$ cat src/rtl/apb_completer.sv
// APB completer with a small register file: live status, a privileged CTRL
// register, five scratch words and a completed-transfer counter.
module apb_completer #(
  parameter int DATAWIDTH   = 32,
  parameter int ADDRWIDTH   = 32,
  parameter int WAIT_CYCLES = 2
) (
  input  logic                 clk,
  input  logic                 rst,
  input  logic                 psel,
  input  logic                 penable,
  input  logic                 pwrite,
  input  logic [ADDRWIDTH-1:0] paddr,
  input  logic [DATAWIDTH-1:0] pwdata,
  input  logic [3:0]           pstrb,
  input  logic [2:0]           pprot,
  input  logic [31:0]          status_in,
  output logic [DATAWIDTH-1:0] prdata,
  output logic                 pready,
  output logic                 pslverr,
  output logic [31:0]          ctrl_out
);

  typedef enum logic {S_IDLE, S_ACCESS} state_t;

  state_t               r_state;
  state_t               w_state_next;
  logic [3:0]           r_cnt;
  logic [3:0]           w_cnt_next;

  logic [ADDRWIDTH-1:0] r_addr;
  logic                 r_write;
  logic [DATAWIDTH-1:0] r_wdata;
  logic [3:0]           r_strb;
  logic                 r_priv;

  logic [31:0]          r_regs [1:6];
  logic [15:0]          r_xfer;

  logic                 w_setup;
  logic                 w_ready;
  logic                 w_complete;
  logic [2:0]           w_idx;
  logic                 w_err;
  logic [31:0]          w_rd_val;
  logic                 w_unused;

  assign w_unused   = &{1'b0, pprot[2:1]};
  assign w_setup    = psel & ~penable;
  assign w_ready    = (r_state == S_ACCESS) && (r_cnt == 4'd0);
  assign w_complete = w_ready & psel & penable;
  assign w_idx      = r_addr[4:2];

  // Error decode uses only the values captured in the setup phase.
  assign w_err = (r_addr[1:0] != 2'b00)
               | (r_addr >= ADDRWIDTH'(32))
               | (r_write & ((w_idx == 3'd0) | (w_idx == 3'd7)))
               | (r_write & (w_idx == 3'd1) & ~r_priv);

  always_comb begin
    w_state_next = r_state;
    w_cnt_next   = r_cnt;
    case (r_state)
      S_IDLE: begin
        if (w_setup) begin
          w_state_next = S_ACCESS;
          w_cnt_next   = 4'(WAIT_CYCLES);
        end
      end
      S_ACCESS: begin
        if (!psel || w_complete) begin
          w_state_next = S_IDLE;
        end else if (penable && (r_cnt != 4'd0)) begin
          w_cnt_next = r_cnt - 4'd1;
        end
      end
      default: w_state_next = S_IDLE;
    endcase
  end

  always_ff @(posedge clk) begin
    if (rst) begin
      r_state <= S_IDLE;
      r_cnt   <= 4'd0;
    end else begin
      r_state <= w_state_next;
      r_cnt   <= w_cnt_next;
    end
  end

  always_ff @(posedge clk) begin
    if ((r_state == S_IDLE) && w_setup) begin
      r_addr  <= paddr;
      r_write <= pwrite;
      r_wdata <= pwdata;
      r_strb  <= pstrb;
      r_priv  <= pprot[0];
    end
  end

  // Register file and transfer counter; only a completing edge changes them.
  always_ff @(posedge clk) begin
    if (rst) begin
      for (int i = 1; i <= 6; i++) r_regs[i] <= 32'd0;
      r_xfer <= 16'd0;
    end else if (w_complete) begin
      r_xfer <= r_xfer + 16'd1;
      if (r_write && !w_err) begin
        for (int i = 1; i <= 6; i++) begin
          if (w_idx == 3'(i)) begin
            for (int b = 0; b < 4; b++) begin
              if (r_strb[b]) r_regs[i][8*b +: 8] <= r_wdata[8*b +: 8];
            end
          end
        end
      end
    end
  end

  always_comb begin
    w_rd_val = 32'd0;
    case (w_idx)
      3'd0:    w_rd_val = status_in;
      3'd1:    w_rd_val = r_regs[1];
      3'd2:    w_rd_val = r_regs[2];
      3'd3:    w_rd_val = r_regs[3];
      3'd4:    w_rd_val = r_regs[4];
      3'd5:    w_rd_val = r_regs[5];
      3'd6:    w_rd_val = r_regs[6];
      default: w_rd_val = {16'd0, r_xfer};
    endcase
  end

  assign pready   = w_ready;
  assign pslverr  = w_ready & w_err;
  assign prdata   = (w_complete && !r_write && !w_err) ? DATAWIDTH'(w_rd_val) : '0;
  assign ctrl_out = r_regs[1];

endmodule

$ cat config.mk
export PLATFORM = sky130hd
export DESIGN_NAME = apb_completer
export DESIGN_NICKNAME = d
export VERILOG_FILES = /design/src/rtl/apb_completer.sv
export SDC_FILE = /design/constraint.sdc
export NUM_CORES = 1
export LEC_CHECK = 0
export CAP_MARGIN = 20
export CORE_ASPECT_RATIO = 1.4
export CORE_MARGIN = 2
export CORE_UTILIZATION = 50
export CTS_CLUSTER_SIZE = 10
export DETAILED_ROUTE_END_ITERATION = 8
export PLACE_DENSITY_LB_ADDON = 0.05
export REMOVE_ABC_BUFFERS = 1
export SLEW_MARGIN = 20
export SYNTH_ARGS = -nofsm -noshare
export SYNTH_HDL_FRONTEND = slang
export SYNTH_SLANG_ARGS = --single-unit
$ cat constraint.sdc
create_clock -name clk -period 4.84 [get_ports clk]
set_input_delay 0.968 -clock clk [delete_from_list [all_inputs] [get_ports clk]]
set_output_delay 0.968 -clock clk [all_outputs]
set_load 0.1 [all_outputs]
==> impl_summary.txt, run 1 <==
----------------------------------------------------
[Outcome]
  Run status ... complete, no violations

[Clock tree]
  Buffer depth of the longest clock path ... 3
  Clock net sink count ... 283
  TritonCTS clock tree ... yes
  Root cell of the clock tree ... sky130_fd_sc_hd__clkbuf_16
  Number of hold-repair buffers added at the cts stage ... 0
  Clock slew at the register clock pins of the worst setup and hold paths ... ~50 ps
  Clock latency of the later-clocked register in the worst-skew pair ... 510 ps
  Post CTS Setup Buffer Count ... 0
  CTS buffer count ... 34
  H-Tree Depth ... 2
  CTS-repair resized insts ... 0

[Power]
  Share of total power in the clock network ... 0.415
  Portion of total power attributed to combinational logic ... 0.080
  Static leakage power ... between 5 and 6 nW
  Power per standard cell area ... 346 nW/um^2
  Switch share ... 0.219
  Post-layout power ... between 0.005 and 0.006 W
  Net Switching ... 0.00121 W
  VDD IR max ... ~350 uV
  Portion of total power attributed to sequential cells ... 0.505
  Cell Int Power ... 0.00432 W

[Logic synthesis]
  Distinct cell type count of the synthesized netlist ... 57
  Share of synthesized registers carrying an async set or reset ... 0
  Cell count after synthesis ... 1015
  Most used DFF post-synth ... sky130_fd_sc_hd__edfxtp_1
  Synthesized flop and latch total ... approximately 280
  Count of flip-flops with a built-in enable after synthesis ... 262
  Post-synthesis average cell area ... 12.5 sq um
  Ys Warns ... 0
  Syn Std Cell Area ... 12700 sq um
  Post-synthesis sequential area ratio ... 0.651

[Drt]
  DRT antenna net count ... 0
  Average wire length per cell after detail routing ... between 20 and 25 microns
  Post-Route WL ... roughly 32000 microns
  Detailed Route Iter0 Violations ... 609
  Total number of vias ... 8741
  First-pass DRT Iterations ... 5
  Vias/cell ... about 5.8
  Remaining design rule violation count ... 0

[Placement]
  Setup slack after placement ... 455 ps
  Placement-stage cell area ... 15000 sq um
  # port buffers ... roughly 170
  Sum of net half-perimeters after detailed placement ... between 20000 and 25000 microns
  RePlAce Congestion ... 0.860

[Critical path]
  Largest delay contributor family on the critical path ... simple AND/OR/NAND/NOR gates
  Setup Crit Path Kind ... in -> out
  Ordered cell list for the critical path ... clkdlybuf4s50_1, nand4_4, or3_1, nand3b_4, a31oi_1, buf_12
  Startpoint of the worst setup timing path ... penable
  Source of the worst register-to-register timing path ... r_addr[4]$_DFFE_PP_
  Required time reported for the critical path endpoint ... around 3900 ps
  Endpoint kind of the worst setup timing path ... output port
  Longest individual stage delay on the worst path ... a little under 700 ps
  Highest-delay cell along the critical path ... sky130_fd_sc_hd__clkdlybuf4s50_1
  Worst path buffer plus inverter count ... 2
  Largest fanout on the critical path ... 25
  Crit path arrival time ... 3460 ps
  Startpoint type of the worst setup path ... input port

[Layout]
  Layout cell share with drive strength beyond 1 ... 0.131
  Final layout net count ... 1280
  Number of antenna diodes ... 0
  Area of all placed cells without fillers ... 16000 sq um
  Synthesis-to-finish area growth ... 25.5%
  # fillers ... 1984

[Job]
  Reported max-cap violation count ... 0

[GRT]
  Global route total overflow ... 0
  GRT Total Usage ... 0.241
  Vias in the first global route ... 8570
  Maximum number of pins on one net before global-route repair ... 72
  First-pass GRT wire length ... 48700 microns
  Initial antenna violation count ... 0

[STA]
  Crit path setup slack, layout ... 414 ps
  Final Max Slew Viols ... 0
  Final Hold Violating Endpoints ... 0
  Slew margin rel. ... 0.319
  Final setup vio count ... 0
  Worst Skew ... 21.6 ps
  Min cycle time layout ... 4430 ps
  Transition at the pin with the smallest max-transition slack ... about 1000 ps
  Period utilisation layout ... 0.915
  RSZ-0062 raised after global routing ... false
  Max Clk Rate ... between 200 and 250 MHz

[Die]
  Core area ... between 20000 and 30000 sq um
  Number of top-level design ports ... ~170
  Vertical die dimension ... 193 microns
  Die Footprint ... about 27000 sq um
  Number of placement rows ... 69
  Die Width ... 139 microns
  Initial Utilization ... 0.505

[Worst hold path]
  Min-delay src ... r_xfer[15]$_SDFFE_PP0P_
  Path type of the worst min-delay path ... reg -> reg

----------------------------------------------------
[state kept, by name (all words and copies together) (netlist names)]
name	cells
r_addr	32
r_cnt	4
r_priv	1
r_regs	192
r_state	1
r_strb	4
r_wdata	32
r_write	1
r_xfer	16
[cell families after synthesis]
family / Yosys count / share of synthesized area
AND/OR/NAND/NOR: 445 / 0.168
flip-flops: 283 / 0.651
AO/OA/AOI/OAI: 115 / 0.0613
buffers and inverters: 103 / 0.0421
multiplexers: 60 / 0.0703
XOR/XNOR: 7 / 0.00482
adder cells (fa/ha/maj): 2 / 0.00197
[placed cells by master (no fill, tap or decap), types with 4 or more instances in the layout]
cell / synthesis / routed
sky130_fd_sc_hd__a2111oi_0: 4 / 4
sky130_fd_sc_hd__a211oi_1: 5 / 5
sky130_fd_sc_hd__a21oi_1: 33 / 33
sky130_fd_sc_hd__a221oi_1: 16 / 16
sky130_fd_sc_hd__a22o_1: 4 / 4
sky130_fd_sc_hd__a22oi_1: 6 / 6
sky130_fd_sc_hd__a31oi_1: 5 / 5
sky130_fd_sc_hd__and3_1: 5 / 5
sky130_fd_sc_hd__and4_1: 8 / 8
sky130_fd_sc_hd__buf_12: 0 / 34
sky130_fd_sc_hd__buf_4: 32 / 37
sky130_fd_sc_hd__clkbuf_1: 38 / 15
sky130_fd_sc_hd__clkbuf_16: 0 / 37
sky130_fd_sc_hd__clkdlybuf4s50_1: 0 / 137
sky130_fd_sc_hd__dfxtp_1: 21 / 21
sky130_fd_sc_hd__edfxtp_1: 262 / 262
sky130_fd_sc_hd__inv_1: 12 / 12
sky130_fd_sc_hd__mux2_2: 15 / 15
sky130_fd_sc_hd__mux2i_1: 23 / 23
sky130_fd_sc_hd__mux4_2: 22 / 22
sky130_fd_sc_hd__nand2_1: 38 / 38
sky130_fd_sc_hd__nand2b_1: 59 / 59
sky130_fd_sc_hd__nand3_1: 8 / 8
sky130_fd_sc_hd__nand4_1: 27 / 27
sky130_fd_sc_hd__nor2_1: 234 / 233
sky130_fd_sc_hd__nor2b_1: 7 / 7
sky130_fd_sc_hd__nor3_1: 19 / 19
sky130_fd_sc_hd__nor4_1: 11 / 11
sky130_fd_sc_hd__o21ai_0: 18 / 18
sky130_fd_sc_hd__o22ai_1: 4 / 4
sky130_fd_sc_hd__o2bb2ai_1: 4 / 4
sky130_fd_sc_hd__or3_1: 9 / 9
sky130_fd_sc_hd__xnor2_1: 6 / 6
[power groups by stage]
| stage | combinational, W | sequential [W] | clock (W) |
|---|---|---|---|
| after floorplan | 0.000164 | 0.00291 | 0 |
| after global placement | 0.000442 | 0.00283 | 0 |
| after detailed placement | 0.000443 | 0.00284 | 0 |
| after CTS | 0.000445 | 0.00279 | 0.00233 |
| after global routing | 0.000471 | 0.00280 | 0.00241 |
| final | 0.000442 | 0.00279 | 0.00229 |
[worst reg2reg max path, stage by stage, from the launching register on]
cell and delay [ps]:
sky130_fd_sc_hd__edfxtp_1 650, sky130_fd_sc_hd__buf_4 290, sky130_fd_sc_hd__nor3b_1 740, sky130_fd_sc_hd__and3_1 430
sky130_fd_sc_hd__nand4_1 450, sky130_fd_sc_hd__nand2b_1 540
[synthesized netlist by cell type, drive strengths merged, types with 8 or more instances]
master / number / share of area
edfxtp: 262 / 0.62
nor2: 234 / 0.069
nand2b: 59 / 0.029
buf: 52 / 0.027
clkbuf: 38 / 0.011
nand2: 38 / 0.011
a21oi: 33 / 0.013
nand4: 28 / 0.015
mux2i: 23 / 0.018
mux4: 22 / 0.039
dfxtp: 21 / 0.033
nor3: 19 / 0.0075
o21ai: 18 / 0.0071
a221oi: 16 / 0.011
mux2: 15 / 0.013
inv: 12 / 0.0035
nor4: 11 / 0.0054
or3: 9 / 0.0044
and4: 8 / 0.0055
nand3: 8 / 0.0031
[worst paths after layout]
check	endpoint	slack (ps)	depth (start not counted)
hold reg to reg	r_xfer[15]$_SDFFE_PP0P_	510	2
hold / removal	r_xfer[15]$_SDFFE_PP0P_	510	2
setup / recovery	prdata[26]	410	6
setup reg to reg	r_regs[0][81]$_SDFFCE_PN0P_	1420	5
[area by class of cell]
| type | instances | area [sq um] | area share |
|---|---|---|---|
| repair buffers | 209 | 2330 | 0.146 |
| flip-flops and latches | 283 | 8290 | 0.519 |
| multi-input cells | 629 | 3910 | 0.245 |
| clock buffers | 52 | 982 | 0.0615 |
| inverters | 13 | 48.8 | 0.00306 |
| clock inverters | 2 | 7.51 | 0.000470 |
| well taps | 319 | 399 | 0.0250 |
[layer usage]
layer / vias to the layer above / GRT usage / wire length [microns]
met5: - / 0 / 0
li1: 4032 / - / -
met1: 4277 / 0.295 / 12600
met3: 71 / 0.0404 / 2170
met2: 361 / 0.426 / 16100
met4: 0 / 0.0967 / 1230
[stage by stage]
step	cells	TNS (ps)	util	hold WS [ps]
floorplan	925	-32960	-	443
global placement	1453	0	0.594	484
detailed placement	1453	0	0.594	497
CTS	1507	0	0.633	507
global route	1507	0	0.633	529
finish	1507	0	0.633	508
Note: power is estimated with default switching activity, not from simulation.
==> run 2, diff against run 1 <==
--- a/config.mk
+++ b/config.mk
@@ -13,6 +13,7 @@
 export DETAILED_ROUTE_END_ITERATION = 8
 export PLACE_DENSITY_LB_ADDON = 0.05
 export REMOVE_ABC_BUFFERS = 1
+export SKIP_CTS_REPAIR_TIMING = 1
 export SLEW_MARGIN = 20
 export SYNTH_ARGS = -nofsm -noshare
 export SYNTH_HDL_FRONTEND = slang
==> results of run 2 <==
Final layout, timing and power as in run 1 (identical DEF).
==> variant (flow settings as in run 1) <==
Change the parameter `ADDRWIDTH` from 32 to 36.
--- a/src/rtl/apb_completer.sv
+++ b/src/rtl/apb_completer.sv
@@ -2,7 +2,7 @@
 // register, five scratch words and a completed-transfer counter.
 module apb_completer #(
   parameter int DATAWIDTH   = 32,
-  parameter int ADDRWIDTH   = 32,
+  parameter int ADDRWIDTH   = 36,
   parameter int WAIT_CYCLES = 2
 ) (
   input  logic                 clk,
Ports: changed (resized paddr); port bits go from 174 to 178. The function was not compared with the original's and may differ.
==> variant against run 1 <==
- sequential cell count up 4
- wire length up 27%
- synthesized cell count is 34% higher
- first-iteration DRC count is 100% higher
- critical path depth grew 1
- register-to-register slack gained 0.07 ns
- worst setup slack better by 0.13 ns
- cell area rose by 10%
- sequential share of layout area shrank 4.1 points
- clock skew shrank 0.0069 ns
- total power increased by 2.2%
- area after synthesis up 14%
==> variant: results (changes against run 1) <==
run_status:
  status: "finished, final reports clean"  # unchanged
clocking:
  post_cts_buffers: 0  # unchanged
  clockRootBuffer: "clkbuf_16"  # unchanged
  cts_resized: 0  # unchanged
  h-tree-depth: 2  # unchanged
  numCtsBuffers: 35  # was 34
  worstSkewPairLatency_ns: 0.52
  clockBufferDepth: 3  # unchanged
  path_clk_slew_ns: 0.05  # about the same
min_path:
  hold_class: "register to register"  # unchanged
  min_to: "r_xfer[15]$_SDFFE_PP0P_"  # unchanged
  min-delay-start: "r_xfer[15]$_SDFFE_PP0P_"  # unchanged
  hold_depth: 2  # unchanged
layout:
  reg_top3: "r_regs: 192 flops, r_addr: 36 flops, r_wdata: 32 flops"  # was r_regs: 192 flops, r_addr: 32 flops, r_wdata: 32 flops
  nNetsFinal: 1525  # was 1,280
  fillers: 2349  # was 1,984
  drive_gt1_share_pct: 11.8  # was 13.1%
  n_antenna_cell: 0  # unchanged
flow_run:
  drv_cap: 0  # unchanged
critical_path:
  path_max_fanout: 10  # was 25
  reg2reg_depth: 5  # unchanged
  reg2reg_to: "r_regs[0][53]$_SDFFCE_PN0P_"  # was r_regs[0][81]$_SDFFCE_PN0P_
  regToRegSetupSlack_ns: 1.49  # was 1.42 ns
  timing.rr.start: "r_addr[2]$_DFFE_PP_"  # was r_addr[4]$_DFFE_PP_
  crit_arrival_ns: 3.33  # was 3.46 ns
synthesis:
  synthTopCellsByArea: "edfxtp_1 55%, nor3_1 7.5%, nand3_1 7.2%"  # was edfxtp_1 62%, nor2_1 6.9%, mux4_2 3.9%
  syn_inst: 1356  # was 1,015
  synthTopCellsByCount: "266 x edfxtp_1, 217 x nor3_1, 208 x nand3_1"  # was 262 x edfxtp_1, 234 x nor2_1, 59 x nand2b_1
  async_flop_share_pct: 0  # unchanged
  ys_types: 55  # was 57
  synth-edff-count: 266  # was 262
  synth_seq_area_share_pct: 57.8  # was 65.1%
  synth_warnings: 0  # unchanged
drt:
  initialDrtViolationCount: 1222  # was 609
  drc: 0  # unchanged
  drt_pass1_iterations: 6  # was 5
  vias: 11300  # was 8,741
  viasPerCell: 6.28  # was 5.80
  avgRoutedWirePerCell_um: 22.7  # was 21.3 um
global_route:
  grt_usage_pct: 27.0  # was 24.1%
  antenna_found_initial: 0  # unchanged
  grt_max_degree: 129  # was 72
  grt_pass1_wl_um: 63100  # was 48,700 um
place:
  place.gp.congestion: 0.797  # was 0.860
  place_hpwl_um: 24800  # was 22,900 um
  dpl_worst_slack_ns: 0.540  # was 0.455 ns
  dpl.cell_count: 1749  # was 1,453
  port_buffers: 175  # was 171
timing:
  skew_ns: 0.0148  # was 0.0216 ns
  slew-limit-headroom_pct: 23.7  # was 31.9%
power:
  vdd_drop_max_uv: 297  # was 350 uV
  power_leakage_nw: 5.52  # was 5.51 nW
==> variant: cell types whose count changed after synthesis, moves of 25 or more <==
| cell | run 1 | this run |
|---|---|---|
| nand2b_1 | 59 | 8 |
| nand3_1 | 8 | 208 |
| clkbuf_1 | 38 | 106 |
| nor3_1 | 19 | 217 |
| and2_1 | 2 | 27 |
| nor2_1 | 234 | 66 |
| buf_1 | 7 | 48 |
==> variant: cell type report <==
cell class	instances	area, um^2	area share (%)
clock buffers	51	978	5.56
repair buffers	217	2390	13.6
multi-input cells	843	5230	29.7
well taps	375	469	2.67
flip-flops and latches	287	8410	47.8
inverters	27	101	0.576
clock inverters	1	8.76	0.0498
==> variant: worst max-delay path: stages <==
cell             delay [ns]
clkdlybuf4s50_1        0.59
nand4_1                0.19
nor3_1                 0.41
nand2_1                0.35
a2111oi_0              0.46
buf_4                  0.20
buf_12                 0.16
==> variant: cell families after synthesis <==
family	count (synthesis)	share of synthesized area, %
compound gates	140	6.83
xor+xnor	9	0.542
fa+ha+maj	2	0.172
mux	64	5.76
buf+inv	226	6.81
simple gates	628	22.1
flops	287	57.8
==> variant: layer usage <==
layer	global-route usage, %	share of wire, %	vias to the layer above
met3	4.70	7.7	87
met4	10.6	3.1	0
met1	33.2	37	5497
li1	-	-	5179
met2	47.3	52	544
met5	0	0	-
==> variant: how the worst max path moves through the flow <==
stage | from | to | slack [ns] | depth (start not counted)
floorplan | r_addr[33]$_DFFE_PP_ | prdata[8] | -10.14 | 4
global placement | psel | prdata[5] | 0.57 | 7
detailed placement | penable | prdata[10] | 0.54 | 6
CTS | penable | prdata[10] | 0.52 | 6
global route | penable | prdata[10] | 0.33 | 6
finish | penable | prdata[5] | 0.54 | 7
==> variant: stage by stage <==
step	hold WS [ns]	area [um^2]	util, %
final	0.490	17600	61.7
after global placement	0.470	16600	58.2
after CTS	0.494	17600	61.7
after detailed placement	0.486	16600	58.2
after global routing	0.516	17600	61.7
after floorplan	0.446	13700	-
==> variant: where the power goes <==
group / leakage, nW / internal, mW / total, mW / switching, mW
clock network: 0.477 / 1.39 / 2.35 / 0.961
registers: 2.86 / 2.79 / 2.82 / 0.0298
logic: 2.18 / 0.178 / 0.481 / 0.303
